==> src/rtl/dm_arb_pkg.sv <==
// Shared types and constants for the data-memory arbiter.
// Holds the ownership state encoding, burst-counter width and default bus widths.
package dm_arb_pkg;

    localparam int CNT_W      = 4;
    localparam int DEF_ADDR_W = 8;
    localparam int DEF_DATA_W = 32;

    localparam logic [CNT_W-1:0] CNT_SAT = '1;

    typedef enum logic [1:0] {
        IDLE = 2'd0,
        OWN0 = 2'd1,
        OWN1 = 2'd2
    } arb_state_e;

endpackage

==> src/rtl/dm_arb_pick.sv <==
// Combinational winner selection between the two memory ports.
// A lone requester always wins; on contention the burst limit decides.
module dm_arb_pick
    import dm_arb_pkg::*;
#(
    parameter int MAX_BURST = 4
) (
    input  logic             i_req0,
    input  logic             i_req1,
    input  arb_state_e       i_state,
    input  logic [CNT_W-1:0] i_cnt,
    output logic             o_pick0,
    output logic             o_pick1
);

    logic w_under;
    assign w_under = (i_cnt < CNT_W'(MAX_BURST));

    always_comb begin
        o_pick0 = 1'b0;
        o_pick1 = 1'b0;
        if (i_req0 && i_req1) begin
            // Owner keeps the port until it has used up its burst allowance.
            case (i_state)
                OWN0: begin
                    o_pick0 = w_under;
                    o_pick1 = !w_under;
                end
                OWN1: begin
                    o_pick1 = w_under;
                    o_pick0 = !w_under;
                end
                default: o_pick0 = 1'b1;
            endcase
        end else begin
            o_pick0 = i_req0;
            o_pick1 = i_req1;
        end
    end

endmodule

==> src/rtl/dm_arbiter.sv <==
// Two-port arbiter in front of a single-ported data memory (CPU port 0, loader/DMA port 1).
// Grants are combinational; read data is registered one cycle after the granted read.
module dm_arbiter
    import dm_arb_pkg::*;
#(
    parameter int ADDR_W    = DEF_ADDR_W,
    parameter int DATA_W    = DEF_DATA_W,
    parameter int MAX_BURST = 4
) (
    input  logic              clk,
    input  logic              rst_n,
    input  logic              req0,
    input  logic              req1,
    input  logic              we0,
    input  logic              we1,
    input  logic [ADDR_W-1:0] addr0,
    input  logic [ADDR_W-1:0] addr1,
    input  logic [DATA_W-1:0] wdata0,
    input  logic [DATA_W-1:0] wdata1,
    output logic              gnt0,
    output logic              gnt1,
    output logic [DATA_W-1:0] rdata0,
    output logic [DATA_W-1:0] rdata1,
    output logic              rvalid0,
    output logic              rvalid1,
    output logic [ADDR_W-1:0] mem_address,
    output logic [DATA_W-1:0] mem_inData,
    output logic              mem_memRead,
    output logic              mem_memWrite,
    input  logic [DATA_W-1:0] mem_outData
);

    arb_state_e       r_state, w_state_nxt;
    logic [CNT_W-1:0] r_cnt, w_cnt_nxt;
    logic [DATA_W-1:0] r_rdata0, r_rdata1;
    logic             r_rvalid0, r_rvalid1;
    logic             w_pick0, w_pick1;
    logic             w_rd0, w_rd1;

    dm_arb_pick #(.MAX_BURST(MAX_BURST)) u_pick (
        .i_req0  (req0),
        .i_req1  (req1),
        .i_state (r_state),
        .i_cnt   (r_cnt),
        .o_pick0 (w_pick0),
        .o_pick1 (w_pick1)
    );

    // Reset gates the grants directly so nothing reaches memory while rst_n is low.
    assign gnt0  = w_pick0 & rst_n;
    assign gnt1  = w_pick1 & rst_n;
    assign w_rd0 = gnt0 & !we0;
    assign w_rd1 = gnt1 & !we1;

    always_comb begin
        mem_address  = '0;
        mem_inData   = '0;
        mem_memRead  = 1'b0;
        mem_memWrite = 1'b0;
        if (gnt0) begin
            mem_address  = addr0;
            mem_inData   = wdata0;
            mem_memRead  = !we0;
            mem_memWrite = we0;
        end else if (gnt1) begin
            mem_address  = addr1;
            mem_inData   = wdata1;
            mem_memRead  = !we1;
            mem_memWrite = we1;
        end
    end

    always_comb begin
        w_state_nxt = IDLE;
        w_cnt_nxt   = '0;
        if (gnt0)
            w_state_nxt = OWN0;
        else if (gnt1)
            w_state_nxt = OWN1;
        if (w_state_nxt != IDLE) begin
            if (w_state_nxt != r_state)
                w_cnt_nxt = CNT_W'(1);
            else if (r_cnt != CNT_SAT)
                w_cnt_nxt = r_cnt + CNT_W'(1);
            else
                w_cnt_nxt = r_cnt;
        end
    end

    always_ff @(posedge clk or negedge rst_n) begin
        if (!rst_n) begin
            r_state <= IDLE;
            r_cnt   <= '0;
        end else begin
            r_state <= w_state_nxt;
            r_cnt   <= w_cnt_nxt;
        end
    end

    always_ff @(posedge clk or negedge rst_n) begin
        if (!rst_n) begin
            r_rdata0  <= '0;
            r_rdata1  <= '0;
            r_rvalid0 <= 1'b0;
            r_rvalid1 <= 1'b0;
        end else begin
            r_rvalid0 <= w_rd0;
            r_rvalid1 <= w_rd1;
            if (w_rd0)
                r_rdata0 <= mem_outData;
            if (w_rd1)
                r_rdata1 <= mem_outData;
        end
    end

    assign rdata0  = r_rdata0;
    assign rdata1  = r_rdata1;
    assign rvalid0 = r_rvalid0;
    assign rvalid1 = r_rvalid1;

endmodule

==> config.mk <==
export PLATFORM = sky130hd
export DESIGN_NAME = dm_arbiter
export DESIGN_NICKNAME = d
export VERILOG_FILES = /design/src/rtl/dm_arb_pkg.sv /design/src/rtl/dm_arb_pick.sv /design/src/rtl/dm_arbiter.sv
export SDC_FILE = /design/constraint.sdc
export NUM_CORES = 1
export LEC_CHECK = 0
export ABC_AREA = 1
export BUFFER_PORTS_ARGS = -buffer_cell sky130_fd_sc_hd__buf_2
export CAP_MARGIN = 20
export CORE_ASPECT_RATIO = 0.9
export CORE_MARGIN = 2
export CORE_UTILIZATION = 46
export DETAILED_ROUTE_END_ITERATION = 8
export MAX_ROUTING_LAYER = met4
export PLACE_DENSITY_LB_ADDON = 0.3
export SLEW_MARGIN = 30
export SYNTH_ARGS = -nofsm -noshare
export SYNTH_HDL_FRONTEND = slang
export SYNTH_SLANG_ARGS = --single-unit
export TNS_END_PERCENT = 100
==> constraint.sdc <==
create_clock -name clk -period 5.1 [get_ports clk]
set_input_delay 0.51 -clock clk [delete_from_list [all_inputs] [get_ports clk]]
set_output_delay 0.51 -clock clk [all_outputs]
set_load 0.02 [all_outputs]
==> results of run 1 <==
## synthesized netlist by cell type, drive strengths merged
cell,count,area (sq um)
a21oi,1,5.00
clkbuf,2,7.51
a22o,40,350
o21ai,69,469
ha,3,37.5
nor2,7,36.3
nand4,2,12.5
nand3,4,30.0
dfrtp,72,1800
nand2,84,328
xor2,1,8.76
inv,50,188
nor3,1,5.00
buf,20,185
## power by group through the flow
stage | Sequential, uW | Clock (uW) | Combinational (uW)
3_5_place_dp | 731 | 0 | 533
6_report | 720 | 456 | 529
4_1_cts | 720 | 469 | 534
3_3_place_gp | 728 | 0 | 521
5_1_grt | 732 | 495 | 576
2_1_floorplan | 857 | 0 | 197
## flip-flops by register name, indices dropped and copies added (netlist names)
signal,flops
r_state,2
rdata0,32
r_cnt,4
rdata1,32
rvalid0,1
rvalid1,1
## worst min-delay path by stage
stage	end	slack, ps	cells past startpoint
after floorplan	r_cnt[0]$_DFFE_PN0P_	210	0
after global placement	rdata1[6]$_DFFE_PN0P_	460	2
after detailed placement	rdata0[15]$_DFFE_PN0P_	460	2
after CTS	rvalid1$_DFF_PN0_	340	2
after global routing	rvalid0$_DFF_PN0_	340	2
final	rdata1[0]$_DFFE_PN0P_	320	2
## metrics by stage
| step | setup WS [ps] | instances | utilization [%] | power (uW) | cell area [sq um] |
|---|---|---|---|---|---|
| 2_1_floorplan | 3000 | 356 | - | 1050 | 3460 |
| 3_3_place_gp | 2600 | 660 | 61.2 | 1250 | 4550 |
| 3_5_place_dp | 2530 | 660 | 61.2 | 1260 | 4550 |
| 4_1_cts | 2150 | 676 | 64.0 | 1720 | 4750 |
| 5_1_grt | 1980 | 678 | 64.1 | 1800 | 4760 |
| 6_report | 2160 | 680 | 64.2 | 1710 | 4770 |
## metal layers
layer | share of wire [%] | vias to the layer above
met4 | 3.0 | 0
li1 | - | 1614
met3 | 7.3 | 22
met2 | 48 | 141
met1 | 41 | 1494
met5 | 0 | -
## placed cells by master (no fill, tap or decap), types with 3 or more instances in the layout
| cell | synthesis | routed |
|---|---|---|
| buf_2 | 4 | 227 |
| nand2_1 | 81 | 81 |
| dfrtp_1 | 72 | 72 |
| inv_1 | 43 | 43 |
| a22o_1 | 40 | 40 |
| o21ai_2 | 33 | 33 |
| o21ai_1 | 25 | 25 |
| o21ai_0 | 11 | 11 |
| clkbuf_8 | 0 | 10 |
| inv_2 | 7 | 7 |
| nor2_1 | 5 | 5 |
| diode_2 | 0 | 4 |
| ha_1 | 3 | 3 |
## logic make-up (layout without fill, tap and decap cells)
| kind of cell | Yosys count | after routing | synth area share (%) |
|---|---|---|---|
| buffers and inverters | 72 | 296 | 11.0 |
| AO/OA/AOI/OAI | 110 | 110 | 23.8 |
| adder cells (fa/ha/maj) | 3 | 3 | 1.08 |
| XOR/XNOR | 1 | 1 | 0.253 |
| other | 0 | 4 | 0 |
| AND/OR/NAND/NOR | 98 | 98 | 11.9 |
| flip-flops | 72 | 72 | 52.0 |
## layout make-up
class | count | area, sq um | share of cell area, %
diodes | 4 | 10.0 | 0.210
clock buffers | 10 | 138 | 2.89
clock inverters | 6 | 66.3 | 1.39
inverters | 50 | 188 | 3.94
multi-input cells | 212 | 1280 | 26.9
flip-flops and latches | 72 | 1800 | 37.8
well taps | 96 | 120 | 2.52
repair buffers | 230 | 1160 | 24.4
==> impl_results.md, run 1 <==
* # fillers at 645
* Final hold slack at around 320 ps
* Post-Route WL at around 10 mm
* Met3 Usage GRT at under 10%
* Post-route ant nets at 0
* Met1 global-route usage at 30.7%
* Drt wl/cell at about 15 um
* Yosys cell types at 24
* FP Rows at 30
* Highest Clock Rate at ~340 MHz
* Hpwl dp at slightly below 8 mm
* Post-synthesis sequential area ratio at between 50% and 60%
* Cts hold-fix bufs at 0
* VDD IR-drop max at 0.163 mV
* DRT Pass-1 Iters at 4
* Die Wd at 95.5 um
* Worst r2r src: r_state[0]$_DFF_PN0_
* Cell Area, Synth at roughly 3500 sq um
* Resized Gates After CTS at 0
* Nets at around 700
* Effective utilization at floorplan at 46.6%
* Crit. Startpoint: r_state[0]$_DFF_PN0_
* Crit share post-route at 57.7%
* Gr busiest metal: met2
* Die H at roughly 86 um
* Grt ovf at 0
* Final Hold Vio Count at 0
* Via count of the first global-routing pass at 2981
* Unrepaired setup endpoints after global routing: no
* First-pass GRT wire length at ~15 mm
* Share of cells above drive strength 1 at 50.5%
* Routing usage on met2 at between 30% and 40%
* Outcome: finished, final reports clean
* Slowest CP cell: inv_2
* Net Sw Frac at 35.2%
* Layout overhead on the synthesized area at 37.6%
* Synthesis Warnings at 0
* CTS tree: done
* Cell depth of the worst flop-to-flop path at 10
* Via Count at between 3000 and 4000
* Worst Tran Pin Value at between 700 and 800 ps
* Avg Cell Area, Syn at ~10 sq um
* Crit path time final at about 3000 ps
* CP max stage delay at 480 ps
* GRT Total Usage at 24.7%
* Worst Hold Class: primary input to async pin
* Seq cells post-synth at 72
* Syn Inst Count at 356
* Clock power share at between 20% and 30%
* WP data arrival at between 2000 and 2500 ps
* Final Max Slew Viols at 0
* Worst Skew at 12.3 ps
* Req. time, crit path at between 4000 and 5000 ps
* Type of destination of the critical path: output port
* Int Pwr at roughly 1100 uW
* Relative slew slack at between 40 and 50%
* Power Density at around 360 nW/um^2
* Reg clk slew, reported paths at ~70 ps
* Starting DRC count in detailed routing at roughly 160
* Mapped Nets at approximately 480
* Sw power at approximately 600 uW
* Startpoint types: flop
* CORE AREA at ~7400 sq um
* Residual DRC at 0
* Final Wtd Congestion at about 0.94
* Bufs on Longest Clock Path at 2
* Crit Path Category: flop to output port
* Setup bufs post-CTS at 0
* Num CTS Buffers at 9
* Die area at between 8000 and 9000 sq um
* LEAKAGE at roughly 0.0028 uW
* Reg power frac at about 42%
* Vias/cell at between 4 and 5
* Max cap viols at 0
* Setup TNS Final at 0 ps
* Antenna violations before repair at 2
* Worst-path maximum fanout at 41
* IO Pins at between 200 and 250
* CTS H-tree depth at 3
* Port bufs at ~230
* Flop2flop setup slack at 2920 ps
* Largest net degree at the start of global routing at between 70 and 80
* Crit path max-delay family: buffers and inverters
* Final setup fails at 0
* CP Depth at 9
* Bufs and invs on worst path at 3
* Comb pwr share at roughly 31%
* Crit path cell chain: inv_1 -> ha_1 -> nor2_1 -> nand3_2 -> nand2_4 -> nand2_1 -> inv_2 -> a22o_1 -> buf_2
* Sink Count at 72
* Clock latency on the worst-skew pair at roughly 340 ps
* Worst R2R End: rdata0[4]$_DFFE_PN0P_
* Worst setup path end: mem_address[7]
* CTS root buf: clkbuf_8
No activity file was read; power rests on OpenSTA's default activity.
==> inputs of run 2 (changes only) <==
--- a/config.mk
+++ b/config.mk
@@ -5,12 +5,12 @@
 export SDC_FILE = /design/constraint.sdc
 export NUM_CORES = 1
 export LEC_CHECK = 0
-export ABC_AREA = 1
+export ABC_AREA = 0
 export BUFFER_PORTS_ARGS = -buffer_cell sky130_fd_sc_hd__buf_2
 export CAP_MARGIN = 20
 export CORE_ASPECT_RATIO = 0.9
 export CORE_MARGIN = 2
-export CORE_UTILIZATION = 46
+export CORE_UTILIZATION = 38
 export DETAILED_ROUTE_END_ITERATION = 8
 export MAX_ROUTING_LAYER = met4
 export PLACE_DENSITY_LB_ADDON = 0.3
==> constraint.sdc (replaced) <==
create_clock -name clk -period 2.4 [get_ports clk]
set_input_delay 0.24 -clock clk [delete_from_list [all_inputs] [get_ports clk]]
set_output_delay 0.24 -clock clk [all_outputs]
set_load 0.02 [all_outputs]
==> run 2 against run 1 <==
  * Largest power group unchanged
  * Critical endpoint is now mem_inData[29]
  * Clock power rose to 2.6 times the previous value
  * The run now ends with setup timing left
  * Utilization down 0.87 points
  * Cell count down 11%
  * Sequential cell count unchanged
==> impl_results.md, run 2 <==
* Outcome: finished with violations
* Failing checks: setup timing
* LEAKAGE at 0.00276 uW (-1.5%)
* Via Count at 3025 (-7.5%)
* Via count of the first global-routing pass at 3107 (+4.2%)
* Clock power share at 28.7% (+2.0 points)
* Post-DP Area at 4630 sq um (+1.7%)
* Avg Cell Area, Syn at 14.5 sq um (+49%)
* Slowest CP cell: dfrtp_1
* Hold path depth at 2
* Hpwl dp at 7.38 mm (-5.0%)
* Final Max Slew Viols at 0 (unchanged)
* Crit share post-route at 106%
* FP Rows at 32 (+6.7%)
* Power Density at 748 nW/um^2 (+110%)
* Finished Core Util at 63.3% (-0.87 points)
* Post-route ant nets at 0 (unchanged)
* Cell depth of the worst flop-to-flop path at 9 (-1)
* Fraction of registers with async set/reset at 100% (unchanged)
* Leading cell type in the layout, fill and taps excluded: buf_2
* Worst Skew at 8.07 ps (-4.28 ps)
* Die Wd at 104 um (+8.6%)
* Net Sw Frac at 31.4% (-3.7 points)
* Ant diodes at 0 (-4)
* GRT Total Usage at 21.3% (-3.4 points)
* Type of destination of the critical path: output port
* Crit path max-delay family: simple AND/OR/NAND/NOR gates
* Mapped Nets at 355 (-26%)
* End of the worst hold path: rdata0[12]$_DFFE_PN0P_
* Sw power at 1280 uW (+110%)
* Effective utilization at floorplan at 39.4% (-7.2 points)
* Top-area cell type share of the netlist area at 53.1% (+1.1 points)
* CORE AREA at 8610 sq um (+16%)
* Syn Inst Count at 234 (-34%)
* Most frequent cells in the layout: buf_2 (186), dfrtp_1 (72), buf_6 (45)
* Unrepaired setup endpoints after global routing: yes
* Num CTS Buffers at 9 (unchanged)
* Most frequent cell after synthesis: dfrtp_1
* First-pass GRT wire length at 15.7 mm (+6.2%)
* Most common flop cell mapped by yosys: dfrtp_1
* Share of cells above drive strength 1 at 66.3% (+16 points)
* CTS tree: done
* Flop2flop setup slack at 150 ps (-2770 ps)
* Starting DRC count in detailed routing at 123 (-22%)
* Final setup fails at 41 (+41)
* Worst Hold Class: primary input to flop
* Post-route cell area at 5450 sq um (+14%)
* DRT Pass-1 Iters at 4 (unchanged)
* Crit path time final at roughly 2500 ps
* Sink Count at 72 (unchanged)
* Final Wtd Congestion at 0.888 (-5.6%)
* Bufs and invs on worst path at 4 (+1)
* Nets at 602 (-14%)
* Port bufs at 227 (unchanged)
* Int Pwr at 2800 uW (+150%)
* Comb pwr share at 32.6% (+1.6 points)
* Synthesis Warnings at 0 (unchanged)
* Seq cells post-synth at 72 (unchanged)
* Reg power frac at 38.7% (-3.5 points)
* Cell taking the most area after synthesis: dfrtp_1
* Startpoint types: flop
* Top post-synthesis cells by area: dfrtp_1 (53%), a22o_1 (10%), mux2_1 (9.3%)
* Die area at 9710 sq um (+18%)
* VDD IR-drop max at 0.297 mV (+83%)
* Cell count after placement at 572 (-13%)
* Die H at 93.7 um (+8.5%)
* Bufs on Longest Clock Path at 2 (unchanged)
* Drt wl/cell at 17.5 um (+17%)
* Post-Route WL at 10.6 mm (+4.1%)
* Worst-path maximum fanout at 5 (-88%)
* Highest Clock Rate at 395 MHz
* WP data arrival at 2290 ps (-140 ps)
* Relative slew slack at 55.6% (+5.8 points)
* Grt ovf at 0 (unchanged)
* Worst r2r src: r_state[0]$_DFF_PN0_
* Setup WS post-layout at -133 ps (-2290 ps)
* Worst Tran Pin Value at 666 ps (-87.5 ps)
* Post-synthesis sequential area ratio at 53.1% (+1.1 points)
* Final Hold Vio Count at 0 (unchanged)
* Commonest cells post-synth: dfrtp_1 (72), a22o_1 (40), mux2_1 (28)
* Min-delay src: mem_outData[12]
* Max cap viols at 0 (unchanged)
* CP max stage delay at 410 ps (-70 ps)
* Reg clk slew, reported paths at 80 ps (about the same)
* Largest net degree at the start of global routing at 54 (-26%)
* Antenna violations before repair at 0 (-2)
* Yosys cell types at 37 (+54%)
* Layout overhead on the synthesized area at 60.4%
* Cell Area, Synth at 3400 sq um (-2.0%)
* CTS H-tree depth at 3 (unchanged)
* Vias/cell at 5.00 (+3.9%)
* IO Pins at 228 (unchanged)
* Non-Filler Instances at 605 (-11%)
* Post-synth EDFFs at 0 (unchanged)
* Worst R2R End: rdata1[0]$_DFFE_PN0P_
* CTS root buf: clkbuf_8
* Crit path cell chain: inv_2 -> ha_4 -> or3b_4 -> a31oi_4 -> and2_4 -> buf_12 -> buf_16 -> a22o_1 -> buf_6
* Req. time, crit path at 2160 ps (-2430 ps)
* Crit Path Category: flop to output port
* Residual DRC at 0 (unchanged)
* Clock latency on the worst-skew pair at 340 ps (about the same)
[run 2: cell types whose count changed after synthesis, moves of 17 or more]
cell	change
mux2_2	+17
mux2_4	+19
mux2_1	+28
nand2_1	-78
inv_1	-41
o21ai_2	-33
o21ai_1	-25
[run 2: kinds of logic after synthesis]
logic type	Yosys count	share of synthesized area (%)
flops	72	53.1
mux	65	23.6
compound gates	54	13.6
buf+inv	21	5.23
simple gates	17	2.87
fa+ha+maj	3	1.11
xor+xnor	2	0.516
[run 2: timing repair]
item | in CTS | in global routing
setup endpoints to repair | 42 | 42
resized for setup | 92 | 16
hold buffers | 1 | 0
buffers inserted | 5 | 6
endpoints found under the hold margin | 19 | 0
cloned | 4 | 2
pin swaps | 2 | 7
[run 2: layout make-up]
type | count | area (sq um)
fillers | 706 | 3160
clock inverters | 5 | 104
flip-flops and latches | 72 | 1800
inverters | 3 | 18.8
repair buffers | 254 | 1730
clock buffers | 11 | 141
multi-input cells | 141 | 1500
well taps | 119 | 149
[run 2: routing by layer]
layer	global-route usage [%]	up-vias	routed length (um)
met1	25.8	1485	4310
met3	6.45	15	797
li1	-	1378	-
met2	35.1	147	5340
met4	5.86	0	132
met5	-	-	0
[run 2: power by group through the flow]
stage | Sequential, uW | Clock [uW] | Combinational (uW)
finish | 1580 | 1170 | 1330
global route | 1620 | 1250 | 1410
CTS | 1580 | 1200 | 1310
detailed placement | 1600 | 0 | 1210
global placement | 1590 | 0 | 1200
floorplan | 1910 | 0 | 408
[run 2: worst max-delay path by stage]
| stage | cells after the start | endpoint | slack, ps | startpoint |
|---|---|---|---|---|
| after floorplan | 8 | mem_address[0] | 120 | r_state[0]$_DFF_PN0_ |
| after global placement | 8 | mem_inData[31] | 130 | r_state[0]$_DFF_PN0_ |
| after detailed placement | 8 | mem_inData[31] | 100 | r_state[0]$_DFF_PN0_ |
| after CTS | 9 | mem_address[4] | -110 | r_state[0]$_DFF_PN0_ |
| after global routing | 9 | mem_inData[10] | -200 | r_state[1]$_DFF_PN0_ |
| final | 9 | mem_inData[29] | -130 | r_state[0]$_DFF_PN0_ |
[run 2: through the flow]
step	total power [uW]	TNS [ps]	hold WS (ps)	setup WS, ps
detailed placement	2820	0	269	98.5
global placement	2790	0	257	132
finish	4080	-2920	121	-133
global route	4280	-5970	113	-199
floorplan	2320	0	-55.6	118
CTS	4090	-3000	107	-114
==> inputs of run 3 (changes only) <==
--- a/config.mk
+++ b/config.mk
@@ -8,9 +8,9 @@
 export ABC_AREA = 0
 export BUFFER_PORTS_ARGS = -buffer_cell sky130_fd_sc_hd__buf_2
 export CAP_MARGIN = 20
-export CORE_ASPECT_RATIO = 0.9
+export CORE_ASPECT_RATIO = 0.7
 export CORE_MARGIN = 2
-export CORE_UTILIZATION = 38
+export CORE_UTILIZATION = 35
 export DETAILED_ROUTE_END_ITERATION = 8
 export MAX_ROUTING_LAYER = met4
 export PLACE_DENSITY_LB_ADDON = 0.3
==> run 3 against run 2 <==
  * The run still ends with setup timing left
  * Cell area is 2.4% higher
  * Sequential cell count is the same
  * Non-clock buffer count is 9 higher
  * Sequential share of layout area decreased by 0.77 points
  * Via count grew 1.8%
  * Sequential power barely moved
  * Critical path type unchanged
==> impl_results.md, run 3 (synthesized netlist as in run 2, its figures left out) <==
* CORE AREA at 9570 sq um (+11%)
* Cell count after placement at 580 (+1.4%)
* Worst-path maximum fanout at 21 (+16)
* Final setup fails at 42 (+2.4%)
* Layout overhead on the synthesized area at 64.3%
* Cts hold-fix bufs at 0 (-1)
* Die area at 10500 sq um (+8.3%)
* Final hold slack at 128 ps (+7.52 ps)
* WP data arrival at 2250 ps (-40 ps)
* Power Density at 757 nW/um^2 (+1.1%)
* Sink Count at 72 (unchanged)
* Port bufs at 227 (unchanged)
* Flop2flop setup slack at -10 ps (-160 ps)
* Num CTS Buffers at 9 (unchanged)
* Clock latency on the worst-skew pair at 330 ps (about the same)
* FP Rows at 30 (-6.3%)
* IO Pins at 228 (unchanged)
* Worst Skew at 6.22 ps (-1.85 ps)
* Starting DRC count in detailed routing at 116 (-5.7%)
* CTS tree: done
* Highest Clock Rate at 402 MHz (+1.8%)
* Residual DRC at 0 (unchanged)
* VDD IR-drop max at 0.541 mV (+82%)
* Unrepaired setup endpoints after global routing: yes
* Crit. Startpoint: r_state[1]$_DFF_PN0_
* Via Count at 3080 (+1.8%)
* Startpoint types: flop
* Final Wtd Congestion at 0.832 (-6.3%)
* Reg clk slew, reported paths at 60 ps (-20 ps)
* Drt wl/cell at 18.3 um (+4.8%)
* Leading cell type in the layout, fill and taps excluded: buf_2
* Worst r2r src: r_state[0]$_DFF_PN0_
* Ant diodes at 0 (unchanged)
* Crit share post-route at 104% (-1.9 points)
* Die Wd at 122 um (+17%)
* Setup WS post-layout at -87.1 ps (+45.8 ps)
* Finished Core Util at 58.3% (-5.0 points)
* CTS root buf: clkbuf_16
* Worst R2R End: r_cnt[3]$_DFFE_PN0P_
* Via count of the first global-routing pass at 3164 (+1.8%)
* Relative slew slack at 57.1% (+1.5 points)
* Effective utilization at floorplan at 35.5% (-4.0 points)
* Vias/cell at 4.94 (-1.1%)
* Final Hold Vio Count at 0 (unchanged)
* Req. time, crit path at 2160 ps (about the same)
* Post-DP Area at 4650 sq um (+0.35%)
* # fillers at 810 (+15%)
* Max cap viols at 0 (unchanged)
* Post-Route WL at 11.4 mm (+7.9%)
* Crit Path Category: flop to output port
* Type of destination of the critical path: output port
* Grt ovf at 0 (unchanged)
* Final Max Slew Viols at 0 (unchanged)
* LEAKAGE at 0.00281 uW (+2.0%)
* CTS H-tree depth at 3 (unchanged)
* Outcome: finished with violations
* Die H at 86.4 um (-7.8%)
* Worst Hold Class: primary input to async pin
* DRT Pass-1 Iters at 4 (unchanged)
* Failing checks: setup timing
* Worst setup path end: mem_inData[2]
* Largest net degree at the start of global routing at 73 (+35%)
* Placement Setup Slack at 40.8 ps (-57.7 ps)
* GRT Total Usage at 21.2% (-0.099 points)
* Post-route cell area at 5580 sq um (+2.4%)
* Most frequent cells in the layout: buf_2 (185), dfrtp_1 (72), buf_6 (41)
* Hpwl dp at 7.22 mm (-2.1%)
* Post-route ant nets at 0 (unchanged)
* Nets at 611 (+1.5%)
* Non-Filler Instances at 623 (+3.0%)
* First-pass GRT wire length at 16.5 mm (+5.4%)
* Share of cells above drive strength 1 at 66.5% (+0.21 points)
* Worst Tran Pin Value at 644 ps (-21.9 ps)
* Bufs on Longest Clock Path at 2 (unchanged)
* Antenna violations before repair at 0 (unchanged)
* Cell depth of the worst flop-to-flop path at 16 (+7)
* Crit path time final at 2490 ps (-45.8 ps)
[run 3: cell count changes in the layout (fill, tap and decap cells not counted), moves of 2 or more]
cell	delta
buf_6	-4
buf_4	+14
bufinv_16	-3
clkbuf_8	-7
clkinvlp_4	+2
clkbuf_16	+11
[run 3: layout make-up]
class | count | area (sq um) | share of cell area [%]
multi-input cells | 141 | 1500 | 26.8
inverters | 3 | 18.8 | 0.336
well taps | 128 | 160 | 2.87
clock inverters | 3 | 23.8 | 0.426
clock buffers | 13 | 270 | 4.85
flip-flops and latches | 72 | 1800 | 32.3
repair buffers | 263 | 1810 | 32.4
[run 3: report_power, final]
part | total, uW | leakage (uW) | internal (uW) | switching (uW)
combinational | 1360 | 0.00180 | 630 | 727
clock | 1270 | 0.000138 | 788 | 485
sequential | 1590 | 0.000871 | 1460 | 128
[run 3: worst min path at each step]
stage | start | endpoint | slack, ps | cells past startpoint
final | rst_n | r_cnt[1]$_DFFE_PN0P_ | 130 | 2
after global routing | mem_outData[31] | rdata0[31]$_DFFE_PN0P_ | 140 | 2
after CTS | mem_outData[29] | rdata0[29]$_DFFE_PN0P_ | 130 | 2
after detailed placement | rdata0[31]$_DFFE_PN0P_ | rdata0[31]$_DFFE_PN0P_ | 470 | 1
after global placement | rdata0[25]$_DFFE_PN0P_ | rdata0[25]$_DFFE_PN0P_ | 460 | 1
after floorplan | rst_n | r_cnt[0]$_DFFE_PN0P_ | -60 | 0
[run 3: routing by layer]
metal  track usage, %  up-vias  wire length [um]
met5                -        -                 0
met4             5.96        0               169
met3             7.17       26               853
met2             33.1      128              5510
met1             26.5     1533              4880
li1                 -     1393                 -
[run 3: per-stage QoR]
step,TNS (ps),power [uW]
after floorplan,0,2320
after CTS,-310,4220
after global placement,0,2790
after detailed placement,0,2820
final,-2510,4220
after global routing,-7690,4420
[run 3: what timing repair did]
| action | in CTS | in global routing |
|---|---|---|
| cloned | 2 | 3 |
| setup endpoints to repair | 43 | 74 |
| gates resized for setup | 75 | 26 |
| pin swaps | 4 | 6 |
| setup buffers | 22 | 2 |
[run 3: worst max-delay path: stages (launching register included)]
cell and delay (ps):
dfrtp_1 400, buf_6 140, ha_4 220, nand2b_4 140
o311a_4 430, buf_16 190, a22o_1 260, buf_6 140
